### config.mk
export PLATFORM = sky130hd
export DESIGN_NAME = bus_scan_reader
export DESIGN_NICKNAME = d
export VERILOG_FILES = /design/src/rtl/bus_scan_reader_pkg.sv /design/src/rtl/bus_select_decoder.sv /design/src/rtl/bus_scan_reader.sv
export SDC_FILE = /design/constraint.sdc
export NUM_CORES = 1
export LEC_CHECK = 0
export BUFFER_PORTS_ARGS = -buffer_cell sky130_fd_sc_hd__buf_2
export CORE_UTILIZATION = 25
export CTS_CLUSTER_SIZE = 40
export DETAILED_ROUTE_END_ITERATION = 8
export HOLD_SLACK_MARGIN = 0.15
export SYNTH_ARGS = -nofsm -noshare
export SYNTH_HDL_FRONTEND = slang
export SYNTH_HIERARCHICAL = 1
export SYNTH_SLANG_ARGS = --single-unit
### constraint.sdc
create_clock -name Clock -period 4.1 [get_ports Clock]
set_input_delay 0.41 -clock Clock [delete_from_list [all_inputs] [get_ports Clock]]
set_output_delay 0.41 -clock Clock [all_outputs]
set_load 0.02 [all_outputs]
### src/rtl/bus_scan_reader_pkg.sv
// Shared definitions for the tri-state bus scan reader: FSM state encoding
// and an index-width helper.
package bus_scan_reader_pkg;

    typedef enum logic [1:0] {
        IDLE   = 2'd0,
        GAP    = 2'd1,
        SELECT = 2'd2,
        HOLD   = 2'd3
    } scan_state_t;

    // Width of an index over n items, never less than one bit.
    function automatic int unsigned clog2(input int unsigned n);
        int unsigned w;
        w = 1;
        while ((64'd1 << w) < 64'(n)) w++;
        return w;
    endfunction

endpackage

### src/rtl/bus_select_decoder.sv
// Turns a source index plus enable into active-low one-hot chip selects;
// all selects stay released while disabled.
module bus_select_decoder #(
    parameter int unsigned NrOfSources = 4,
    parameter int unsigned IdxW        = 2
) (
    input  logic [IdxW-1:0]        i_idx,
    input  logic                   i_en,
    output logic [NrOfSources-1:0] o_cs
);

    always_comb begin
        o_cs = '1;
        for (int unsigned k = 0; k < NrOfSources; k++) begin
            if (i_en && (i_idx == k[IdxW-1:0])) o_cs[k] = 1'b0;
        end
    end

endmodule

### src/rtl/bus_scan_reader.sv
// Reader end of the shared tri-state register bus: selects each source in
// turn, waits the settle time, captures the word and hands it downstream.
module bus_scan_reader
    import bus_scan_reader_pkg::*;
#(
    parameter int unsigned NrOfBits     = 8,
    parameter int unsigned NrOfSources  = 4,
    parameter int unsigned SettleCycles = 1,
    parameter bit          ClearOnRead  = 1'b0
) (
    input  logic                                 Clock,
    input  logic                                 Reset,
    input  logic                                 Tick,
    input  logic                                 start,
    input  logic [NrOfBits-1:0]                  bus_in,
    output logic [NrOfSources-1:0]               cs,
    output logic [NrOfSources-1:0]               clr,
    output logic [NrOfBits-1:0]                  out_data,
    output logic [clog2(NrOfSources)-1:0]        out_index,
    output logic                                 out_valid,
    input  logic                                 out_ready,
    output logic                                 busy,
    output logic                                 done
);

    localparam int unsigned    IdxW       = clog2(NrOfSources);
    localparam logic [IdxW-1:0] LastIdx    = IdxW'(NrOfSources - 1);
    localparam logic [3:0]      SettleInit = 4'(SettleCycles);

    scan_state_t              r_state;
    logic [IdxW-1:0]          r_idx;
    logic [3:0]               r_cnt;
    logic [NrOfBits-1:0]      r_data;
    logic [IdxW-1:0]          r_index;
    logic                     r_valid;
    logic [NrOfSources-1:0]   r_clr;
    logic                     r_done;
    logic                     w_sel_en;

    // cs decodes straight from registered state, so reset releases the bus at once.
    assign w_sel_en = (r_state == SELECT);

    bus_select_decoder #(
        .NrOfSources (NrOfSources),
        .IdxW        (IdxW)
    ) u_decoder (
        .i_idx (r_idx),
        .i_en  (w_sel_en),
        .o_cs  (cs)
    );

    always_ff @(posedge Clock or posedge Reset) begin
        if (Reset) begin
            r_state <= IDLE;
            r_idx   <= '0;
            r_cnt   <= '0;
            r_data  <= '0;
            r_index <= '0;
            r_valid <= 1'b0;
            r_clr   <= '0;
            r_done  <= 1'b0;
        end else begin
            r_clr  <= '0;
            r_done <= 1'b0;
            case (r_state)
                IDLE: begin
                    if (Tick && start) begin
                        r_state <= GAP;
                        r_idx   <= '0;
                    end
                end
                GAP: begin
                    if (Tick) begin
                        r_state <= SELECT;
                        r_cnt   <= SettleInit;
                    end
                end
                SELECT: begin
                    if (Tick) begin
                        if (r_cnt == 4'd1) begin
                            r_data  <= bus_in;
                            r_index <= r_idx;
                            r_valid <= 1'b1;
                            r_state <= HOLD;
                        end else begin
                            r_cnt <= r_cnt - 4'd1;
                        end
                    end
                end
                HOLD: begin
                    // Handshake completes regardless of Tick.
                    if (out_ready) begin
                        r_valid <= 1'b0;
                        if (ClearOnRead) r_clr[r_idx] <= 1'b1;
                        if (r_idx == LastIdx) begin
                            r_done  <= 1'b1;
                            r_idx   <= '0;
                            r_state <= IDLE;
                        end else begin
                            r_idx   <= r_idx + IdxW'(1);
                            r_state <= GAP;
                        end
                    end
                end
                default: r_state <= IDLE;
            endcase
        end
    end

    assign clr       = r_clr;
    assign out_data  = r_data;
    assign out_index = r_index;
    assign out_valid = r_valid;
    assign busy      = (r_state != IDLE);
    assign done      = r_done;

endmodule

---- Yosys cells after proc, flatten, opt, wreduce, memory -nomap -nowiden ----
Cells that the tools add are included.
word-level totals
  bits in registers ....................... 20
  input port bits ......................... 13
  output and inout port bits .............. 21
  word-level logic and storage cells ...... 64
operators by class
  add/subtract/negate cells ............... 2
  equal/unequal tests ..................... 13
  mux-type cells .......................... 26
  reduce and logical (&&, ||, !) cells .... 16
operators with widths
  kind                 count
  $mux 2               8
  $mux 4               3
  $ne 2x2->1 const B   6
  $mux 1               11
  $eq 2x2->1 const B   4
  $pmux 2 s4           1
  $pmux 4 s2           1
  $reduce_and 4->1     2
  $reduce_bool 2->1    4
  $reduce_and 3->1     2
  $logic_and 1x1->1    5
  $reduce_and 5->1     1
  $eq 2x1->1 const B   2
  $eq 4x1->1 const B   1
  $logic_not 2->1      2
  $pmux 2 s2           1
  $sub 4x1->4 const B  1
  $add 2x1->2 const B  1
  $pmux 1 s2           1

---- Longest topological paths before layout ----
  depth after elaboration ................. 4
  depth in mapped cells ................... 7
  mapped depth without buffers ............ 6

---- Cells and area by module ----
The synthesis kept the hierarchy.
by module, submodules not included
  module              instances  cells an instance  area an instance (um2)  sequential area each (um2)
  bus_scan_reader     1          94                 1,089.8                 500.5
  bus_select_decoder  1          4                  28.8                    0.0

---- Worst setup path before layout ----
OpenSTA, ideal clock, no wires.
  path kind ............................... register -> register
  start ................................... reg r_state[0]
  end ..................................... reg r_state[1]
  setup time .............................. 0.125 ns
  arrival time ............................ 1.557 ns
  data required time ...................... 3.975 ns
  setup slack ............................. 2.418 ns
  cell stages (with the launch flop) ...... 7
  buffers on the path ..................... 1
  clock period less this slack ............ 1.682 ns
  cells stage by stage .................... dfrtp_1 inv_1 ha_1 clkbuf_2 inv_1 o2111ai_1 mux2_2
between the ends
  word-level cells in the longest chain between the ends .. 3
  elaborated cells between the ends (all ways) .. 11
  classes of those cells .................. eq/ne: 8; mux: 1; reduce/logical: 2
RTL lines
  element                     RTL line               source
  from (decl)                 bus_scan_reader.sv:30  scan_state_t r_state;
  from (signal assigned)      bus_scan_reader.sv:54  r_state <= IDLE;
  from (signal assigned)      bus_scan_reader.sv:68  r_state <= GAP;
  from (signal assigned)      bus_scan_reader.sv:74  r_state <= SELECT;
  $eq 2x2->1 *                --
  named net w_sel_en          bus_scan_reader.sv:38  logic w_sel_en;
  $ne 2x2->1 (no line)        --
  $reduce_and 5->1 (no line)  --
The timed path passes the listed nets; every way through them passes the cells marked *.
A chain may end at the register's enable or synchronous reset.

---- Final worst setup path ----
  start ................................... reg r_state[0]
  end ..................................... out cs[0]
between the ends
  word-level cells in the longest chain between the ends .. 3
RTL lines
  element             RTL line                  source
  $eq 2x2->1          bus_scan_reader.sv:41     assign w_sel_en = (r_state == SELECT);
  named net w_sel_en  bus_scan_reader.sv:38
  $logic_and 1x1->1   bus_select_decoder.sv:15  if (i_en && (i_idx == k[IdxW-1:0])) o_cs[k] = 1'b0;
  $mux 1              bus_select_decoder.sv:15
  to (decl)           bus_scan_reader.sv:16     output logic [NrOfSources-1:0] cs,
The timed path passes the listed nets, and every way through them passes these cells.

==> impl_metrics.json <==
{
  "start_kind": "flip-flop",
  "worstPathRequired_ns": 3.69,
  "routabilityCongestion": 0.762,
  "synth_ff_type": "dfrtp_1",
  "die_y_um": 68.9,
  "area_growth_syn_to_layout_pct": 18.7,
  "cts_sinks": 20,
  "clock_latency_ns": 0.25,
  "reg2reg_from": "r_cnt[1]",
  "slew_viol_final": 0,
  "min_period_over_period_pct": 52.9,
  "fin_tns_setup_ns": 0,
  "cts_buffer_depth": 2,
  "port-buffer-count": 29,
  "hold_viol": 0,
  "async_reset_ff_share_pct": 100,
  "peakVddDrop_mv": 0.267,
  "cp_num_buf_inv": 2,
  "crit_arrival_ns": 1.76,
  "antennaDiodeCount": 0,
  "grt_max_degree": 21,
  "cts-resized-gates": 0,
  "worstSetupStartpoint": "r_state[0]",
  "post-cts-setup-buffer-count": 0,
  "hp-class": "in2async",
  "drtAntennaViolNets": 0,
  "drive_above_1_share_pct": 36.5,
  "drv_cap": 0,
  "ys_types": 32,
  "vias_per_cell": 4.53,
  "pre_cts_ws_ns": 2.19,
  "post-route-drc-count": 0,
  "power_density_nw_per_um2": 757,
  "end_kind": "output port",
  "grt_pass1_vias": 727,
  "io_pins": 34,
  "die_w_um": 68.9,
  "synthCells": 98,
  "grt-ovfl-total": 0,
  "fillers": 436,
  "firstDrtPassIters": 4,
  "ctsHtreeMaxLevel": 1,
  "cp_cell_sequence": "inv_1 -> ha_1 -> or3b_1 -> buf_2",
  "syn-cell-area_um2": 1120,
  "dp_hpwl_mm": 1.79,
  "crit_type": "reg2out",
  "cpLargestDelayFamily": "flip-flops",
  "power_leakage_nw": 0.679,
  "dieArea_um2": 4750,
  "yosysWarnings": 6,
  "rsz0062_at_grt": "false",
  "hold_buffers": 0,
  "tightest_slew_ns": 0.766,
  "seq_area_frac_synth_pct": 44.7,
  "antenna_found_initial": 0,
  "fin_crit_ns": 2.17,
  "synth-edff-count": 0,
  "critPathSlowestCell": "dfrtp_1",
  "path_clk_slew_ns": 0.07,
  "outcome": "complete, no violations",
  "grt_pass1_wl_mm": 3.46,
  "cts.root.buffer_cell": "clkbuf_8",
  "grt_util_all_layers_pct": 10.3,
  "maxSlewHeadroom_pct": 48.9,
  "clock_skew_ns": 0.000847,
  "post_synth.cell_area_avg_um2": 11.4,
  "drt_wl_total_mm": 2.29,
  "whs_ns": 0.280,
  "slowest_delay_ns": 0.41,
  "setup_viol": 0,
  "cts_tree": "built",
  "critPathMaxFanout": 12,
  "max_freq_ghz": 0.461,
  "rows": 23,
  "synth-seq-cells": 20,
  "routedWlPerCell_um": 13.0,
  "via_count": 798,
  "drt_iter0_drc": 21,
  "initial_utilization_pct": 27.0,
  "core_um2": 4140,
  "cts_buffers": 3,
  "worst_slack_ns": 1.93,
  "nNetsFinal": 149
}
-- state kept, by name (all words and copies together) (netlist names) --
register and flops:
r_state 2, r_idx 2, done 1, out_index 2, out_valid 1, out_data 8
r_cnt 4
-- final timing paths --
kind / to / depth (start not counted) / slack (ns)
worst max-delay path: cs[0] / 4 / 1.93
worst min-delay path: out_data[3] / 2 / 0.28
worst max register to register: out_data[7] / 5 / 2.19
worst min register to register: out_index[1] / 2 / 0.50
max in group asynchronous: out_index[1] / 2 / 3.34
min in group Clock: out_data[3] / 2 / 0.38
-- cell usage in the layout, fill, tap and decap left out, drive strengths merged, types with 2 or more instances in the layout --
cell type   n
mux2       11
ha          8
or3b        2
nand3       3
nor2b       2
a22o        2
a21oi       3
buf        29
o21ai      10
nand3b      2
conb        4
inv        10
nand2       4
dfrtp      20
clkbuf      3
-- Yosys cell counts, drive strengths merged (2+ instances only) --
cell,number,area [um^2]
a21oi,3,15.0
a22o,2,17.5
buf,6,46.3
dfrtp,20,500
ha,8,100
inv,10,37.5
mux2,11,154
nand2,4,15.0
nand3,3,20.0
nand3b,2,15.0
nor2b,2,12.5
o21ai,10,50.1
or3b,2,17.5
-- worst reg2reg max path, delay by kind of cell, from the launching register on --
family                   cells  cell delay [ns]
AND/OR/NAND/NOR              2             0.69
multiplexers                 1             0.42
flip-flops                   1             0.40
buffers and inverters        1             0.11
adder cells (fa/ha/maj)      1             0.18
-- area by class of cell --
type,instances,area [um^2],share of cell area (%)
inverter,10,37.5,2.83
timing repair buffer,29,145,10.9
sequential,20,500,37.7
multi-input combinational,64,541,40.7
clock buffer,3,41.3,3.11
tap,50,62.6,4.71
-- power breakdown --
part / internal, W / switching [W] / leakage (nW)
Sequential: 0.000282 / 0.0000684 / 0.248
Clock: 0.0000654 / 0.0000605 / 0.0216
Combinational: 0.000242 / 0.000287 / 0.409
Total: 0.000589 / 0.000416 / 0.679
-- stage by stage --
step,power [W],util [%],cell area (um^2),instances
2_1_floorplan,0.000748,-,1130,101
3_3_place_gp,0.000864,31.0,1290,173
3_5_place_dp,0.000889,31.0,1290,173
4_1_cts,0.00102,32.0,1330,176
5_1_grt,0.00108,32.0,1330,176
6_report,0.00101,32.0,1330,176
-- kinds of logic after synthesis --
| family | synth area share, % |
|---|---|
| fa+ha+maj | 8.95 |
| other cells | 0.335 |
| mux | 13.8 |
| simple gates | 11.9 |
| compound gates | 12.4 |
| flops | 44.7 |
| buf+inv | 7.94 |
-- routing by layer --
layer | vias up | global-route usage, % | routed length [um]
met5 | - | 0 | 0
met4 | 0 | 5.36 | 51
met1 | 395 | 12.0 | 924
met2 | 7 | 17.4 | 1280
met3 | 5 | 2.47 | 35
li1 | 391 | - | -
(Power assumes the default switching activity.)
